$ cat src/rtl/inst_fetch_fifo.sv
// Instruction buffer between IF and ID: first-word-fall-through FIFO with
// almost-full stall request, flush, and a sticky overflow flag.
module inst_fetch_fifo #(
    parameter int DEPTH    = 8,
    parameter int AW       = 3,
    parameter int AFULL_TH = 6
) (
    input  logic          clk,
    input  logic          rst,
    input  logic          flush,
    input  logic          id_stall,
    input  logic          push_valid,
    input  logic [31:0]   push_pc,
    input  logic [31:0]   push_inst,
    output logic          out_valid,
    output logic [31:0]   out_pc,
    output logic [31:0]   out_inst,
    output logic [AW:0]   count,
    output logic          stallreq_for_fifo,
    output logic          overflow_err
);

    localparam logic [AW:0] DEPTH_C = (AW+1)'(DEPTH);
    localparam logic [AW:0] AFULL_C = (AW+1)'(AFULL_TH);

    logic [63:0]   mem_q [DEPTH];
    logic [AW-1:0] rd_ptr_q, wr_ptr_q;
    logic [AW:0]   count_q, count_d;
    logic          ovf_q;
    logic          pop, accept;
    logic [63:0]   head;

    always_comb begin
        head      = mem_q[rd_ptr_q];
        out_valid = (count_q != '0) & ~flush;
        out_pc    = out_valid ? head[63:32] : '0;
        out_inst  = out_valid ? head[31:0]  : '0;
        pop       = out_valid & ~id_stall;
        // A full FIFO still takes a push when the head leaves in the same cycle.
        accept    = push_valid & ~flush & ((count_q < DEPTH_C) | pop);
    end

    always_comb begin
        count_d = count_q;
        unique case ({accept, pop})
            2'b10:   count_d = count_q + 1'b1;
            2'b01:   count_d = count_q - 1'b1;
            default: count_d = count_q;
        endcase
    end

    always_ff @(posedge clk or posedge rst) begin
        if (rst) begin
            rd_ptr_q <= '0;
            wr_ptr_q <= '0;
            count_q  <= '0;
        end else if (flush) begin
            rd_ptr_q <= '0;
            wr_ptr_q <= '0;
            count_q  <= '0;
        end else begin
            if (pop)    rd_ptr_q <= rd_ptr_q + 1'b1;
            if (accept) wr_ptr_q <= wr_ptr_q + 1'b1;
            count_q <= count_d;
        end
    end

    // Sticky: survives flush, cleared only by reset.
    always_ff @(posedge clk or posedge rst) begin
        if (rst)
            ovf_q <= 1'b0;
        else if (push_valid & ~flush & ~accept)
            ovf_q <= 1'b1;
    end

    always_ff @(posedge clk) begin
        if (accept)
            mem_q[wr_ptr_q] <= {push_pc, push_inst};
    end

    assign count             = count_q;
    assign stallreq_for_fifo = (count_q >= AFULL_C);
    assign overflow_err      = ovf_q;

endmodule

$ cat config.mk
export PLATFORM = sky130hd
export DESIGN_NAME = inst_fetch_fifo
export DESIGN_NICKNAME = d
export VERILOG_FILES = /design/src/rtl/inst_fetch_fifo.sv
export SDC_FILE = /design/constraint.sdc
export NUM_CORES = 1
export LEC_CHECK = 0
export CAP_MARGIN = 0
export CORE_MARGIN = 10
export CORE_UTILIZATION = 35
export CTS_CLUSTER_SIZE = 28
export DETAILED_ROUTE_END_ITERATION = 8
export PLACE_DENSITY_LB_ADDON = 0.15
export SYNTH_ARGS = -nofsm -noshare
export SYNTH_HDL_FRONTEND = slang
export SYNTH_SLANG_ARGS = --single-unit
$ cat constraint.sdc
create_clock -name clk -period 5.9 [get_ports clk]
set_input_delay 1.18 -clock clk [delete_from_list [all_inputs] [get_ports clk]]
set_output_delay 1.18 -clock clk [all_outputs]
set_load 0.01 [all_outputs]
### After elaboration in Yosys (flattened, before gate mapping)

Memories as Yosys holds them, arrays and structs flattened.
Cells that the tools add are included.
Widths: inputs -> output; s select.

| word-level totals | value |
|---|---|
| RAM bits | 512 |
| output and inout bits | 71 |
| input port bits | 69 |
| word-level logic and storage cells | 36 |
| register bits | 11 |
| memories kept | 1 |

Memory list:

| name | words | width | read ports | clocked after memory_dff | wr ports | line | text |
|---|---|---|---|---|---|---|---|
| mem_q | 8 | 64 | 1 | 0 | 1 | 26 | `logic [63:0] mem_q [DEPTH];` |

| operators by class | value |
|---|---|
| add/sub/neg operators | 4 |
| bitwise operators | 9 |
| reductions and logical operators | 4 |
| eq/ne operators | 2 |
| multiplexer cells | 10 |
| $lt $le $gt $ge | 2 |

Operators with widths:

| cell | count |
|---|---|
| $mux 32 | 2 |
| $mux 3 | 4 |
| $pmux 4 s2 | 1 |
| $add 3x1->3 const B | 2 |
| $and 1x1->1 | 5 |
| $add 4x1->4 const B | 1 |
| $ge 4x3->1 const B | 1 |
| $lt 4x4->1 const B | 1 |
| $mux 4 | 1 |
| $reduce_bool 2->1 | 2 |
| $reduce_bool 4->1 | 1 |
| $sub 4x1->4 const B | 1 |
| $not 1->1 | 3 |
| $reduce_bool 3->1 | 1 |
| $eq 2x1->1 const B | 1 |
| $eq 2x2->1 const B | 1 |
| $mux 1 | 2 |
| $or 1x1->1 | 1 |

### Longest topological paths before layout

| depth | value |
|---|---|
| depth after elaboration | 8 |
| gate-level depth with buffers | 9 |
| gate-level depth less buffers | 8 |

### Worst setup path after synthesis

No wires, ideal clock.

| path | value |
|---|---|
| kind | input -> register |
| start | input push_valid |
| end | memory mem_q[0][0] (enable) |
| stages on the path | 4 |
| required time | 5.335 ns |
| path buffers | 1 |
| setup time | 0.565 ns |
| data arrival time | 6.402 ns |
| setup slack | -1.067 ns |
| cells stage by stage | clkbuf_1 a21bo_2 or3_1 nor3_1 |

| between the ends | value |
|---|---|
| word-level cells in the longest chain between the ends | 4 |

Ends and longest elaborated chain:

| what | line | text |
|---|---|---|
| start: declaration | 12 | `input logic push_valid,` |
| $and 1x1->1 (2 in series) | 40 | `accept = push_valid & ~flush & ((count_q < DEPTH_C) \| pop);` |
| $mux 1 | 77 | `if (accept)` |
| $mux 1 (not written as such) | 78 | `mem_q[wr_ptr_q] <= {push_pc, push_inst};` |
| end: declaration | 26 |  |

No other way between the ends.

### Final worst setup path

| path | value |
|---|---|
| start | input flush |
| end | output out_pc[3] |

| between the ends | value |
|---|---|
| word-level cells in the longest chain between the ends | 3 |

Ends and longest elaborated chain:

| what | line | text |
|---|---|---|
| start: declaration | 10 | `input logic flush,` |
| $not 1->1 | 35 | `out_valid = (count_q != '0) & ~flush;` |
| $and 1x1->1 | 35 |  |
| $mux 32 | 36 | `out_pc = out_valid ? head[63:32] : '0;` |
| end: declaration | 16 | `output logic [31:0] out_pc,` |

No other way between the ends.

==> impl_metrics.json <==
{
  "synth.avg_cell_area_um2": 22.5,
  "grt_overflow": 0,
  "vias": 9187,
  "cts_buffers": 55,
  "place.gp.congestion": 0.668,
  "cts_resized": 0,
  "postRouteWirelength_um": 44000,
  "async_reset_ff_frac": 0.0210,
  "crit_required_ns": 4.72,
  "crit_fanout": 56,
  "drt_iter0_markers": 534,
  "layout.nets": 1141,
  "power_frac_comb": 0.178,
  "clockRootBuffer": "clkbuf_16",
  "cts_tree": "built",
  "netSwitchingPower_mw": 2.20,
  "ioPinCount": 140,
  "rrSetupSlack_ns": 3.19,
  "worstMarginPinSlew_ns": 0.802,
  "synth_edf_count": 512,
  "slowest_delay_ns": 0.68,
  "grt_pass1_wl_um": 66600,
  "grt_pass1_vias": 10200,
  "crit_chain": "clkdlybuf4s50_1 > buf_4 > nand2b_4 > buf_4 > nor2_1 > clkdlybuf4s50_1",
  "die_area_um2": 67500,
  "seq_power_share": 0.477,
  "min_path_type": "reg -> reg",
  "drive_gt1_frac": 0.217,
  "clk_latency_ns": 0.59,
  "htreeDepth": 2,
  "cap_violations": 0,
  "cts_setup_buffers": 0,
  "p_sw_frac": 0.244,
  "dr.pass1.iters": 4,
  "core_area_um2": 56700,
  "synth_nets": 968,
  "relSlewSlack": 0.465,
  "internal_power_mw": 6.82,
  "fmax_mhz": 219,
  "initial_core_util": 0.355,
  "endpoint_kind": "output port",
  "finalCriticalPeriod_ns": 4.58,
  "die_w_um": 260,
  "syn_to_final_growth_pct": 20.3,
  "avgRoutedWirePerCell_um": 23.6,
  "syn_area_um2": 20100,
  "status": "complete, no violations",
  "grt_max_degree": 65,
  "die_h_um": 260,
  "slew_viol_final": 0,
  "syn_inst": 895,
  "rows": 87,
  "arrival_ns": 3.40,
  "ir_drop_mv": 0.210,
  "port_buffers": 139,
  "ys_types": 38,
  "critPathTopFamily": "buffers and inverters",
  "place_ws_ns": 1.24,
  "ys_ff_latch": 523,
  "synth_warnings": 0,
  "antennaDiodeCount": 0,
  "finalHoldViolCount": 0,
  "finClkSkew_ns": 0.0126,
  "vias_per_cell": 4.93,
  "rsz0062_at_grt": "no",
  "fin_crit_sh": 0.776,
  "synth-main-ff-cell": "edfxtp_1",
  "worst_setup_path_start_kind": "input port",
  "crit_type": "in -> out",
  "yosysSeqAreaShare": 0.777,
  "clkSlewWorstSetupHoldPaths_ns": 0.06,
  "drc_errors": 0,
  "dp_hpwl_um": 23700,
  "finalSetupViolations": 0,
  "antenna_found_initial": 4,
  "cts_sinks": 523,
  "fin_ws_ns": 1.32,
  "grt_usage": 0.132,
  "holdBufCountCts": 0,
  "power-per-cell-area_nw_per_um2": 372,
  "worst_path_max_delay_cell": "nand2b_4",
  "clockPowerShare": 0.345,
  "power_leakage_nw": 7.32,
  "cp_num_buf_inv": 4,
  "ant_nets": 0,
  "clockBufferDepth": 3,
  "fin_setup_tns_ns": 0
}
[sequential cells by signal (all words and copies together), names as in the netlist]
| signal | count |
|---|---|
| rd_ptr_q | 3 |
| count | 4 |
| overflow_err | 1 |
| wr_ptr_q | 3 |
| mem_q | 512 |
[power by group through the flow]
stage	logic [mW]	registers [mW]	clock network (mW)
2_1_floorplan	1.09	4.29	0
3_3_place_gp	1.66	4.38	0
3_5_place_dp	1.67	4.39	0
4_1_cts	1.67	4.31	3.22
5_1_grt	1.76	4.32	3.37
6_report	1.61	4.30	3.11
[per-stage QoR]
step                total power [mW]   util  cell area (um2)  instances  hold WS [ns]
floorplan                       5.39      -            20100        895         0.512
global placement                6.05  0.399            22600       1767         0.464
detailed placement              6.05  0.399            22600       1767         0.467
CTS                             9.20  0.427            24200       1865         0.480
global route                    9.45  0.427            24200       1865         0.498
finish                          9.02  0.427            24200       1865         0.474
[layout make-up]
cell class,count,area (um2)
Fill cell,4941,32500
Timing Repair Buffer,162,1690
Clock inverter,24,121
Inverter,4,15.0
Sequential cell,523,15700
Clock buffer,74,1490
Multi-Input combinational cell,322,4290
Tap cell,756,946
[kinds of logic (layout without fill, tap and decap cells)]
family          count (synthesis)  in the layout  share of synthesized area
fa+ha+maj                       4              4                    0.00249
flops                         523            523                      0.777
compound gates                 13             13                    0.00479
xor+xnor                        5              5                    0.00218
simple gates                  104            104                     0.0231
mux                           196            196                      0.177
buf+inv                        50            264                     0.0128
[path summary, 6_finish.rpt]
kind | from | endpoint | cells past startpoint
worst max-delay path | flush | out_pc[3] | 6
worst min-delay path | overflow_err | overflow_err | 1
worst max register to register | count[3] | mem_q[4][58] | 4
worst min register to register | overflow_err | overflow_err | 1
max in group asynchronous | rst | rd_ptr_q[0] | 2
min in group asynchronous | rst | count[2] | 2
[layer usage]
| layer | vias to the layer above | routed length, um | part of all wire | GRT usage |
|---|---|---|---|---|
| li1 | 4065 | - | - | - |
| met2 | 151 | 22400 | 0.51 | 0.225 |
| met4 | 8 | 765 | 0.017 | 0.0354 |
| met5 | - | 55 | 0.0013 | 0 |
| met3 | 63 | 1760 | 0.040 | 0.0267 |
| met1 | 4900 | 19000 | 0.43 | 0.168 |
[worst register-to-register path: stages (launching register included)]
cell	delay [ns]
dfrtp_1	0.51
a21bo_2	0.29
or3_1	0.49
nor2_4	0.63
buf_12	0.42
[synthesized netlist by cell type (3+ instances only)]
cell	number	area share
inv_1	4	0.00075
nand2b_1	4	0.0012
nor2_1	81	0.015
buf_4	7	0.0026
buf_1	5	0.00093
edfxtp_1	512	0.76
ha_1	4	0.0025
mux4_2	128	0.14
nand2_1	4	0.00075
xnor2_1	3	0.0013
buf_2	23	0.0057
dfrtp_1	11	0.014
clkbuf_1	9	0.0017
mux2i_1	66	0.033
[placed cells by master, fill, tap and decap left out, types with 4 or more instances in the layout]
master / Yosys / layout
buf_12: 0 / 10
buf_4: 7 / 13
clkbuf_1: 9 / 17
clkbuf_16: 0 / 57
clkdlybuf4s50_1: 0 / 139
clkinv_1: 0 / 8
clkinv_2: 0 / 12
dfrtp_1: 11 / 8
edfxtp_1: 512 / 512
ha_1: 4 / 4
inv_1: 4 / 4
mux2i_1: 66 / 66
mux4_2: 128 / 128
nand2_1: 4 / 4
nand2b_1: 4 / 4
nor2_1: 81 / 75
nor2_4: 0 / 6
(Power assumes the default switching activity.)
